`config.mk`:
```
export PLATFORM = sky130hd
export DESIGN_NAME = booth_pp_accumulator
export DESIGN_NICKNAME = d
export VERILOG_FILES = /design/src/rtl/booth_pkg.sv /design/src/rtl/booth_pp_row.sv /design/src/rtl/booth_pp_accumulator.sv
export SDC_FILE = /design/constraint.sdc
export NUM_CORES = 1
export LEC_CHECK = 0
export ABC_AREA = 1
export CORE_UTILIZATION = 58
export CTS_BUF_LIST = sky130_fd_sc_hd__clkbuf_8
export DETAILED_ROUTE_END_ITERATION = 7
export GPL_TIMING_DRIVEN = 0
export MAX_ROUTING_LAYER = met4
export PLACE_DENSITY = 0.95
export SLEW_MARGIN = 20
export SYNTH_ARGS = -nofsm -noshare
export SYNTH_HDL_FRONTEND = slang
export SYNTH_SLANG_ARGS = --single-unit
```
`constraint.sdc`:
```
create_clock -name clk -period 5.7 [get_ports clk]
set_input_delay 0.57 -clock clk [delete_from_list [all_inputs] [get_ports clk]]
set_output_delay 0.57 -clock clk [all_outputs]
set_load 0.02 [all_outputs]
```
`src/rtl/booth_pkg.sv`:
```
// Shared radix-4 Booth definitions: action bit positions, FSM states and the triplet recoder.
// Used by booth_pp_accumulator (optional addend via BOOTH_MAC_ADDEND_EN) and booth_pp_row.
package booth_pkg;

  localparam int ACT_SGL = 0;
  localparam int ACT_DBL = 1;
  localparam int ACT_NEG = 2;

  typedef logic [2:0] booth_act_t;

  typedef enum logic [1:0] {
    IDLE = 2'd0,
    CALC = 2'd1,
    DONE = 2'd2
  } booth_state_t;

  // Triplet is {b[2g+1], b[2g], b[2g-1]}; a negative action always carries a magnitude bit.
  function automatic booth_act_t booth_recode(input logic [2:0] trip);
    booth_act_t act;
    act = '0;
    case (trip)
      3'b001, 3'b010: act[ACT_SGL] = 1'b1;
      3'b011:         act[ACT_DBL] = 1'b1;
      3'b100: begin
        act[ACT_NEG] = 1'b1;
        act[ACT_DBL] = 1'b1;
      end
      3'b101, 3'b110: begin
        act[ACT_NEG] = 1'b1;
        act[ACT_SGL] = 1'b1;
      end
      default:        act = '0;
    endcase
    return act;
  endfunction

endpackage

```
`src/rtl/booth_pp_row.sv`:
```
// Combinational (W+1)-bit Booth partial-product row: selects a or 2a, inverts when negative.
// The +1 that completes the negation is added by the accumulator as a carry-in.
module booth_pp_row
  import booth_pkg::*;
#(
  parameter int W = 8
) (
  input  logic [W-1:0] a_i,
  input  booth_act_t   act_i,
  output logic [W:0]   row_o
);

  logic [W:0] a_ext;
  logic [W:0] mag;

  assign a_ext = {a_i[W-1], a_i};

  // W+1 bits hold 2a exactly, so doubling is a plain one-bit left shift of the extended operand.
  generate
    for (genvar gi = 0; gi <= W; gi++) begin : g_mag
      if (gi == 0) begin : g_lsb
        assign mag[gi] = act_i[ACT_SGL] & a_ext[gi];
      end else begin : g_bit
        assign mag[gi] = (act_i[ACT_SGL] & a_ext[gi]) | (act_i[ACT_DBL] & a_ext[gi-1]);
      end
    end
  endgenerate

  assign row_o = mag ^ {(W+1){act_i[ACT_NEG]}};

endmodule

```
`src/rtl/booth_pp_accumulator.sv`:
```
// Sequential radix-4 Booth multiplier, one group per cycle, valid/ready on both sides.
// Define BOOTH_MAC_ADDEND_EN to add port c and preload the accumulator with it (p = a*b + c).
module booth_pp_accumulator
  import booth_pkg::*;
#(
  parameter int W = 8
) (
  input  logic                  clk,
  input  logic                  rst_n,
  input  logic                  in_valid,
  output logic                  in_ready,
  input  logic signed [W-1:0]   a,
  input  logic signed [W-1:0]   b,
`ifdef BOOTH_MAC_ADDEND_EN
  input  logic signed [2*W-1:0] c,
`endif
  output logic                  out_valid,
  input  logic                  out_ready,
  output logic signed [2*W-1:0] p
);

  localparam int GW = (W / 2 > 1) ? $clog2(W / 2) : 1;
  localparam logic [GW-1:0] LAST_G = GW'(W / 2 - 1);

  booth_state_t   state_q, state_d;
  logic [W-1:0]   a_q, a_d;
  logic [W-1:0]   b_q, b_d;
  logic [GW-1:0]  g_q, g_d;
  logic [2*W-1:0] acc_q, acc_d;

  logic [2*W-1:0] acc_init;
  logic [W:0]     b_ext;
  logic [2:0]     trip;
  booth_act_t     act;
  logic [W:0]     row;
  logic [2*W-1:0] row_ext;
  logic [2*W-1:0] row_shift;
  logic [2*W-1:0] carry_shift;
  logic [GW:0]    shamt;

`ifdef BOOTH_MAC_ADDEND_EN
  assign acc_init = c;
`else
  assign acc_init = '0;
`endif

  // b[-1] is the implicit zero below the multiplier LSB.
  assign b_ext = {b_q, 1'b0};
  assign shamt = {g_q, 1'b0};
  assign trip  = b_ext[shamt +: 3];
  assign act   = booth_recode(trip);

  booth_pp_row #(
    .W (W)
  ) u_row (
    .a_i   (a_q),
    .act_i (act),
    .row_o (row)
  );

  assign row_ext     = {{(W-1){row[W]}}, row};
  assign row_shift   = row_ext << shamt;
  assign carry_shift = {{(2*W-1){1'b0}}, act[ACT_NEG]} << shamt;

  always_comb begin
    state_d = state_q;
    a_d     = a_q;
    b_d     = b_q;
    g_d     = g_q;
    acc_d   = acc_q;
    case (state_q)
      IDLE: begin
        if (in_valid) begin
          a_d     = a;
          b_d     = b;
          g_d     = '0;
          acc_d   = acc_init;
          state_d = CALC;
        end
      end
      CALC: begin
        acc_d = acc_q + row_shift + carry_shift;
        if (g_q == LAST_G) begin
          state_d = DONE;
        end else begin
          g_d = g_q + 1'b1;
        end
      end
      DONE: begin
        if (out_ready) begin
          state_d = IDLE;
        end
      end
      default: state_d = IDLE;
    endcase
  end

  always_ff @(posedge clk or negedge rst_n) begin
    if (!rst_n) begin
      state_q <= IDLE;
      a_q     <= '0;
      b_q     <= '0;
      g_q     <= '0;
      acc_q   <= '0;
    end else begin
      state_q <= state_d;
      a_q     <= a_d;
      b_q     <= b_d;
      g_q     <= g_d;
      acc_q   <= acc_d;
    end
  end

  assign in_ready  = (state_q == IDLE);
  assign out_valid = (state_q == DONE);
  assign p         = acc_q;

endmodule
```
==> impl_metrics.toml, run 1 <==
[critical_path]
cp-end-kind = "flip-flop"
worst_path_most_repeated_cell = "nand2_1"
cpPeakStageDelay_ns = 0.47
worstSetupStartpointType = "flip-flop"
cp_slowest_cell = "dfrtp_1"
crit_arrival_ns = 5.17
path_max_fanout = 10
worstPathRequired_ns = 5.89
critical_path_class = "reg -> reg"

[cells_and_area]
final-seq-area_um2 = 900.9
multi_input_area_mm2 = 0.001824
postLayoutCellArea_mm2 = 0.003487
final_net_count = 477
antenna_cells = 0
drive_gt1_share_pct = 10.87
area_growth_pct = 19.51
nFillCells = 357

[timing]
relSlewSlack_pct = 64.53
hold_viol_final = 0
rsz0062_at_grt = "false"
setup_viol = 0
layout_min_cycle_time_ns = 4.978
skew_ns = 0.007908
post-route-period-util_pct = 87.33
setup-tns-final_ns = 0
max_freq_mhz = 200.9
drv_slew = 0
tightest_slew_ns = 0.5320

[die]
io-pin-count = 38
die_h_um = 72.93
dieArea_mm2 = 0.005318
fp.coreArea_mm2 = 0.004786
start_util_pct = 60.97
die_w_um = 72.93
fp-row-count = 25

[logic_synthesis]
syn_area_per_cell_um2 = 7.740
yosysSeqAreaShare_pct = 30.87
synth_area_leaders = "dfrtp_1, nand2_1, ha_1"
ys_seq_elements = 36
yosysTopAreaCellShare_pct = 30.87
syn-num-nets = 432
ys_warn_count = 0
synth_cell_types = 34
syn_inst = 377
yosysTopAreaCell = "dfrtp_1"
syn_area_mm2 = 0.002918

[global_routing]
grt_max_degree = 25
antenna_found_initial = 0
met2_usage_pct = 44.44
grt_pass1_wl_mm = 11.42
grt_pass1_vias = 2610
grtUsageMet3_pct = 5.663
grtUsageMet1_pct = 36.23
busiest_layer = "met2"
overflow = 0
gr-usage-all-layers_pct = 28.64

[clocking]
cts_sinks = 36
cts_tree = "done"
cts_setup_buffers = 0
cts_resized = 0
cts_buffers = 5
clk_latency_ns = 0.30
holdBufCountCts = 0
cts_buffer_depth = 2
cts.clk_slew.worst_paths_ns = 0.08
cts_root_buf = "clkbuf_8"
cts_max_level = 2

[run_status]
status = "completed"

[placed_design]
gp_congestion = 0.9239
io_buffers = 37
dpl_cell_area_mm2 = 0.003395
hpwlAfterDp_mm = 5.142

[routing]
firstDrtPassIters = 7
routedWlPerCell_um = 13.72
dr_total_vias = 2736
drt-initial-drc-count = 152
routed_wl_mm = 6.722
ant_nets = 0
drc = 0
viasPerCell = 5.584

[flow_run]
maxCapViolCount = 0

[hold_path]
hp-class = "in -> async"
==> synthesized netlist by cell type (all sizes together) <==
| library cell | n |
|---|---|
| a22o | 2 |
| inv | 32 |
| ha | 30 |
| nor2 | 20 |
| buf | 7 |
| clkbuf | 5 |
| nand3 | 38 |
| nor3 | 5 |
| a21o | 1 |
| nand3b | 1 |
| nand2 | 117 |
| or2 | 2 |
| a21oi | 20 |
| o31ai | 2 |
| mux2 | 16 |
| o21a | 1 |
| o21bai | 1 |
| o21ai | 29 |
| a32oi | 2 |
| fa | 5 |
| xnor2 | 4 |
| dfrtp | 36 |
| xor2 | 1 |
==> through the flow <==
| stage | hold WS [ns] | instances | setup WS, ns | util (%) |
|---|---|---|---|---|
| 2_1_floorplan | 0.2744 | 377 | 1.557 | - |
| 3_3_place_gp | 0.4897 | 481 | 1.052 | 70.46 |
| 3_5_place_dp | 0.4939 | 482 | 0.8598 | 70.93 |
| 4_1_cts | 0.1767 | 490 | 0.8146 | 72.86 |
| 5_1_grt | 0.1927 | 490 | 0.2742 | 72.86 |
| 6_report | 0.1609 | 490 | 0.7220 | 72.86 |
==> layer usage <==
metal	vias to the layer above	part of all wire, %
met1	1267	44
met4	0	2.7
met5	-	0
met3	24	5.3
li1	1348	-
met2	97	48
==> cell type report <==
type,count,share of cell area [%]
inverter,32,3.516
tap,67,2.404
sequential,36,25.83
clock inverter,3,0.6817
timing repair buffer,38,11.27
buffer,12,2.009
clock buffer,5,1.973
multi-input combinational,297,52.31
==> cells in the final DEF, fill, tap and decap left out, types with 2 or more instances in the layout <==
master and count:
clkdlybuf4s50_1 36, o21ai_1 10, inv_1 29, nor3_1 5, a22o_1 2, a21oi_1 20, nand3_1 34, nand2_4 2
buf_2 3, nand2_2 2, buf_1 2, clkbuf_1 5, buf_6 3, ha_1 30, inv_2 2, dfrtp_1 36
nand2_1 113, a32oi_1 2, nor2_1 18, xnor2_1 4, clkbuf_8 5, fa_1 5, nand3_2 3, clkinvlp_4 2
o21ai_0 19, o31ai_1 2, mux2_2 16, or2_2 2
==> final timing paths <==
path	startpoint	end	slack, ns	depth (start not counted)
min	rst_n	p[9]	0.16	1
max in group asynchronous	rst_n	p[1]	5.11	2
max	g_q[0]	p[13]	0.72	29
min reg2reg	b_q[0]	b_q[0]	0.52	1
max reg2reg	g_q[0]	p[13]	0.72	29
min in group clk	b_q[0]	b_q[0]	0.52	1
==> sequential cells by signal (all words and copies together), names as in the netlist <==
| register | count |
|---|---|
| p | 16 |
| a_q | 8 |
| b_q | 8 |
| g_q | 2 |
| state_q | 2 |
==> critical path, delay by kind of cell (launching register included) <==
family / cells / cell delay (ns)
adders and majority gates: 3 / 1.02
and+or+nand+nor: 15 / 1.56
DFF: 1 / 0.47
AOI/OAI and AO/OA: 4 / 0.81
buffers and inverters: 7 / 1.00
==> cells by family after synthesis <==
logic type,Yosys count,share of synthesized area [%]
AND/OR/NAND/NOR,183,27.66
AO/OA/AOI/OAI,58,10.89
buffers and inverters,44,6.604
flip-flops,36,30.87
adder cells (fa/ha/maj),35,16.30
multiplexers,16,6.175
XOR/XNOR,5,1.501
Power of run 1 is not shown: default switching activity piles up to over one toggle a cycle in this logic, so the estimate is an artifact.
==> inputs of run 2 (changes only) <==
PLACE_DENSITY = 0.8   (was 0.95)
==> run 2 against run 1 <==
  * Global-route usage shrank 0.86 points
  * Count of clock-buffer cells in the layout unchanged
  * Die area unchanged
  * Non-clock buffer count stayed put
  * Critical path type unchanged
  * Largest cell class unchanged
==> impl_metrics.toml, run 2 (same netlist as run 1, synthesis figures left out) <==
[routing]
routed_wl_mm = 6.608
drt-initial-drc-count = 168
dr_total_vias = 2658
ant_nets = 0
drc = 0
firstDrtPassIters = 4
routedWlPerCell_um = 13.49
viasPerCell = 5.424

[critical_path]
critical_path_class = "reg -> reg"
worstPathRequired_ns = 5.87
worst_path_most_repeated_cell = "nand2_1"
r2r_cells = 29
r2r_end = "p[13]"
cp-end-kind = "flip-flop"
rr_startpoint = "g_q[0]"
cp_slowest_cell = "fa_1"
setup.worst_path.start = "g_q[0]"
cpPeakStageDelay_ns = 0.48
worstSetupStartpointType = "flip-flop"
crit_arrival_ns = 5.16
path_max_fanout = 10
crit_end = "p[13]"
worst-r2r-setup-slack_ns = 0.71

[timing]
layout_min_cycle_time_ns = 4.986
setup_viol = 0
hold_viol_final = 0
drv_slew = 0
setup_ws_ns = 0.7142
tightest_slew_ns = 0.5141
setup-tns-final_ns = 0
rsz0062_at_grt = "false"
max_freq_mhz = 200.6
post-route-period-util_pct = 87.47
skew_ns = 0.005449
relSlewSlack_pct = 65.69

[die]
die_h_um = 72.93
start_util_pct = 60.97
fp.coreArea_mm2 = 0.004786
io-pin-count = 38
die_w_um = 72.93
dieArea_mm2 = 0.005318
fp-row-count = 25

[run_status]
status = "completed"

[clocking]
cts.clk_slew.worst_paths_ns = 0.08
cts_root_buf = "clkbuf_8"
cts_setup_buffers = 0
cts_buffer_depth = 2
cts_resized = 0
clk_latency_ns = 0.29
cts_sinks = 36
cts_max_level = 2
holdBufCountCts = 0
cts_buffers = 5
cts_tree = "done"

[placed_design]
io_buffers = 37
gp_congestion = 0.9249
pre_cts_ws_ns = 0.7847
hpwlAfterDp_mm = 5.154

[cells_and_area]
nFillCells = 390
drive_gt1_share_pct = 10.87
antenna_cells = 0
largest_register_ffs = 16
final_net_count = 477
area_growth_pct = 20.15
final_cell_mix = "nand2_1, dfrtp_1, clkdlybuf4s50_1"
layout.cells.most_common = "nand2_1"
utilization_pct = 73.25

[global_routing]
grt_pass1_vias = 2376
grt_pass1_wl_mm = 11.11
gr-usage-all-layers_pct = 27.78
overflow = 0
antenna_found_initial = 0
grt_max_degree = 23

[flow_run]
maxCapViolCount = 0

[hold_path]
hp-class = "in -> async"
[run 2: cell types whose count changed in the layout (fill, tap and decap cells not counted), sizes merged]
cell,previous run,this run
bufinv,0,1
clkinvlp,2,1
[run 2: layout make-up]
cell class | count | area, um2 | share of cell area (%)
timing repair buffer | 38 | 392.9 | 11.21
multi-input combinational | 297 | 1824 | 52.03
sequential | 36 | 900.9 | 25.70
tap | 67 | 83.83 | 2.391
buffer | 12 | 70.07 | 1.999
inverter | 32 | 122.6 | 3.498
clock buffer | 5 | 68.82 | 1.963
clock inverter | 3 | 42.54 | 1.213
[run 2: worst max-delay path, delay by kind of cell (launching register included)]
| kind | cells | cell delay, ns |
|---|---|---|
| adder cells (fa/ha/maj) | 3 | 1.09 |
| AO/OA/AOI/OAI | 4 | 0.84 |
| flip-flops | 1 | 0.47 |
| AND/OR/NAND/NOR | 15 | 1.48 |
| buffers and inverters | 7 | 0.99 |
[run 2: per-stage QoR]
| step | area [um2] | instances | hold WS, ns |
|---|---|---|---|
| 3_3_place_gp | 3372 | 481 | 0.4917 |
| 5_1_grt | 3506 | 490 | 0.2312 |
| 6_report | 3506 | 490 | 0.2090 |
| 2_1_floorplan | 2918 | 377 | 0.2744 |
| 4_1_cts | 3506 | 490 | 0.2129 |
| 3_5_place_dp | 3395 | 482 | 0.4963 |
[run 2: how the worst min path moves through the flow]
stage                     slack, ns     end
after detailed placement       0.50  b_q[2]
after floorplan                0.27  a_q[0]
after global routing           0.23    p[8]
final                          0.21    p[8]
after global placement         0.49  b_q[6]
after CTS                      0.21    p[8]
[run 2: layer usage]
layer  wire length (um)  GRT usage, %  vias up
met5                  0             -        -
met2               3077         43.51       66
met3                278         3.315       14
met4                140         9.586        0
met1               3111         37.38     1230
li1                   -             -     1348
Power of run 2 is left out for the same reason.
==> edit 1, RTL diff (settings of run 1) <==
Take the reset off `a_q` and load it in a clocked block of its own.
--- a/src/rtl/booth_pp_accumulator.sv
+++ b/src/rtl/booth_pp_accumulator.sv
@@ -98,17 +98,19 @@
   always_ff @(posedge clk or negedge rst_n) begin
     if (!rst_n) begin
       state_q <= IDLE;
-      a_q     <= '0;
       b_q     <= '0;
       g_q     <= '0;
       acc_q   <= '0;
     end else begin
       state_q <= state_d;
-      a_q     <= a_d;
       b_q     <= b_d;
       g_q     <= g_d;
       acc_q   <= acc_d;
     end
+  end
+
+  always_ff @(posedge clk) begin
+    a_q <= a_d;
   end
 
   assign in_ready  = (state_q == IDLE);
Function: no difference found for any inputs over 4 cycles, from zero or initial values and one cycle with rst_n low; that may be too few to reach the edited logic, so the function may still have changed.
==> edit 1 against run 1 <==
- sequential cell count is the same
- area after synthesis shrank 2.0%
- routed wire length shrank 3.8%
- die area shrank 2.0%
- sequential share of layout area grew 1.9 points
- fmax grew 5.9%
- global-route usage grew 0.27 points
- clock skew shrank 0.0012 ns
- synthesized cell count grew 1.3%
- worst setup slack gained 0.28 ns
- design area shrank 2.6%
Power is not shown: default switching activity piles up to over one toggle a cycle in this logic, so the estimate is an artifact.
==> edit 1: results <==
status:
  status: "complete, no violations"
yosys:
  synthTopCellsByCount: "nand2_1 (133), nand3_1 (36), ha_1 (30), inv_1 (29), dfrtp_1 (28)"
  yosys-top-cells-area: "dfrtp_1 (25%), nand2_1 (17%), ha_1 (13%)"
  ys_async_sr_fraction_pct: 77.8
  ys_seq_area_share_pct: 32.9
  syn_nets: 437
  synth.distinct_cells: 35
  synth_edf_count: 8
  yosysTopAreaCellShare_pct: 24.5
  synthFlopType: "dfrtp_1"
setup_path:
  cp_top_family: "adder cells"
  r2r.worst_path.cells: 24
  arrival_ns: 4.90
  reg2reg_to: "p[13]$_DFFE_PN0P_"
  cp_slowest_stage_delay_ns: 0.45
  rrSetupSlack_ns: 1.00
  cpMaxStageDelayCell: "dfrtp_1"
  r2r-start: "g_q[0]$_DFFE_PN0P_"
clock_tree:
  cts_repair_resize_count: 0
  clockRootBuffer: "clkbuf_8"
  postCtsHoldBufs: 0
  ctsHtreeMaxLevel: 2
  ctsLongestPathBuffers: 2
  clock_latency_ns: 0.30
  numCtsBuffers: 5
  post_cts_buffers: 0
  cts.clk_slew.worst_paths_ns: 0.08
detailed_routing:
  wl_met1_um: 2670
  met3_length_um: 348
  wl_met2_um: 3270
  avgRoutedWirePerCell_um: 13.1
  via_per_inst: 5.56
  first_iter_violations: 189
  dr.pass1.iters: 5
  top_layer: "met4"
grt:
  grt_pass1_wl_um: 11300
  grt_start_max_net_pins: 29
  gr-usage-all-layers_pct: 28.9
  antenna_found_initial: 0
  grt_pass1_vias: 2649
final_layout:
  nets: 481
  filler_cell_count: 380
  n_antenna_cell: 0
  largest_reg_flops: 16
  drive_gt1_share_pct: 7.03
timing:
  skew_ns: 0.00667
  holdWs_ns: 0.286
  worst_pin_slew_ns: 0.771
  hold_viol: 0
  fin_setup_tns_ns: 0
place:
  port_buffers: 37
  place_congestion: 0.887
  place_area_mm2: 0.00331
  dp_hpwl_um: 4980
hold_path:
  hold_path_class: "primary input to asynchronous set/reset pin"
[edit 1: final cells by class]
cell class,count,share of cell area (%)
flip-flops and latches,36,27.7
clock buffers,5,2.03
well taps,67,2.47
plain buffers,11,1.99
inverters,33,3.65
multi-input cells,302,50.8
clock inverters,3,0.553
repair buffers,37,10.8
[edit 1: kinds of logic (layout without fill, tap and decap cells)]
logic type / after synthesis / after routing / share of synthesized area, %
buf+inv: 44 / 89 / 6.70
compound gates: 57 / 57 / 11.0
xor+xnor: 5 / 5 / 1.53
fa+ha+maj: 35 / 35 / 16.6
flops: 36 / 36 / 32.9
simple gates: 205 / 205 / 31.2
[edit 1: through the flow]
step	setup WS, ns	instances	util, %
global placement	1.22	486	70.1
CTS	1.06	494	71.9
finish	1.00	494	71.9
floorplan	1.59	382	-
detailed placement	1.13	486	70.0
global route	0.647	494	71.9
[edit 1: how the worst max path moves through the flow]
stage / to / startpoint / cells past startpoint / slack [ns]
3_3_place_gp: p[13]$_DFFE_PN0P_ / g_q[0]$_DFFE_PN0P_ / 29 / 1.22
6_report: p[13]$_DFFE_PN0P_ / g_q[0]$_DFFE_PN0P_ / 24 / 1.00
4_1_cts: p[13]$_DFFE_PN0P_ / g_q[0]$_DFFE_PN0P_ / 25 / 1.06
2_1_floorplan: p[13]$_DFFE_PN0P_ / g_q[0]$_DFFE_PN0P_ / 25 / 1.59
3_5_place_dp: p[13]$_DFFE_PN0P_ / g_q[0]$_DFFE_PN0P_ / 25 / 1.13
5_1_grt: p[13]$_DFFE_PN0P_ / g_q[0]$_DFFE_PN0P_ / 27 / 0.65
[edit 1: metal layers]
metal,global-route usage [%],vias to the layer above
li1,-,1354
met1,32.7,1277
met2,49.2,95
met3,5.83,23
met4,13.3,0
met5,-,-
==> edit 2, RTL diff (flow settings as in run 1) <==
Without the edit above. `W` is set to 8 in 2 places; all go to 32.
--- a/src/rtl/booth_pp_row.sv
+++ b/src/rtl/booth_pp_row.sv
@@ -3,7 +3,7 @@
 module booth_pp_row
   import booth_pkg::*;
 #(
-  parameter int W = 8
+  parameter int W = 32
 ) (
   input  logic [W-1:0] a_i,
   input  booth_act_t   act_i,
--- a/src/rtl/booth_pp_accumulator.sv
+++ b/src/rtl/booth_pp_accumulator.sv
@@ -3,7 +3,7 @@
 module booth_pp_accumulator
   import booth_pkg::*;
 #(
-  parameter int W = 8
+  parameter int W = 32
 ) (
   input  logic                  clk,
   input  logic                  rst_n,
Ports: changed (resized a, b and p); port bits go from 38 to 134. The function was not compared with the original's and may differ.
==> edit 2 against run 1 <==
- the run now ends with design-rule violations, negative hold slack, negative setup slack left
- critical endpoint is now p[59]$_DFFE_PN0P_
- highest routed layer unchanged
- routed wire length grew to 7.8 times the old value
- sequential cell count is 98 higher
- clock skew is 0.0077 ns higher
- final cell count grew to 5.2 times the old value
- non-clock buffer count is 196 higher
- sequential share of layout area is 6.0 points lower
- worst setup slack worse by 0.79 ns
- area after synthesis grew to 4.6 times the old value
- design area grew to 4.8 times the old value
Power is left out: the tool's default activity adds up to more than one toggle a clock period on the data nets, which glitch-free logic cannot reach.
==> edit 2: results <==
timing:
  skew_ns: 0.0156
  setup_viol: 6
  worst_pin_slew_ns: 0.980
  holdWs_ns: -0.00696
  fin_setup_tns_ns: -0.219
  hold_viol: 3
  setup_ws_ns: -0.0646
yosys:
  yosys-top-cells-area: "dfrtp_1 (25%), nand2_1 (18%), nand3_1 (13%)"
  syn_area_per_cell_um2: 6.40
  ys_seq_area_share_pct: 25.2
  syn_nets: 2281
  synthTopCellsByCount: "nand2_1 (635), nand3_1 (341), inv_1 (168), o21ai_0 (147), nor2_1 (137)"
clock_tree:
  numCtsBuffers: 17
  clock_latency_ns: 0.48
  cts.clk_slew.worst_paths_ns: 0.11
  ctsHtreeMaxLevel: 4
place:
  place_ws_ns: -1.55
  dp_hpwl_um: 40700
  place_area_mm2: 0.0151
  dp.cells: 2501
  place_congestion: 1.10
setup_path:
  cpMaxStageDelayCell: "fa_1"
  r2r.worst_path.cells: 32
  arrival_ns: 6.12
  crit_start: "g_q[1]$_DFFE_PN0P_"
grt:
  gr-usage-all-layers_pct: 44.1
  grt_use_met1_pct: 58.1
  grt_pass1_vias: 14700
  grt_start_max_net_pins: 79
final_layout:
  filler_cell_count: 1810
  nets: 2459
  drive_gt1_share_pct: 13.8
  stdcell_count: 2558
detailed_routing:
  via_per_inst: 6.36
  drc_errors: 1
  avgRoutedWirePerCell_um: 20.6
status:
  status: "complete, but fails checks"
  violations: "design-rule violations, negative hold slack, negative setup slack"
[edit 2: repair_timing]
| item | CTS | global route |
|---|---|---|
| setup buffers | 3 | 21 |
| pin swaps | 3 | 54 |
| cloned | 0 | 3 |
| endpoints found under the setup margin | 59 | 48 |
| gates resized for setup | 70 | 250 |
[edit 2: layout make-up]
class	count	area share, %
timing repair inverter	1	0.0370
sequential	134	19.9
clock inverter	15	1.20
tap	285	2.11
buffer	86	2.81
clock buffer	17	1.38
timing repair buffer	160	9.33
inverter	173	3.96
multi-input combinational	1687	59.3
[edit 2: kinds of logic after synthesis]
group / after synthesis / synth area share, %
compound gates: 358 / 14.7
xor+xnor: 21 / 1.38
fa+ha+maj: 131 / 13.3
buf+inv: 261 / 7.82
flops: 134 / 25.2
simple gates: 1177 / 37.7
[edit 2: metal layers]
metal | routed length [µm] | vias up
li1 | - | 7366
met1 | 20800 | 7565
met2 | 23200 | 1117
met3 | 6020 | 214
met4 | 2620 | 0
met5 | 0 | -
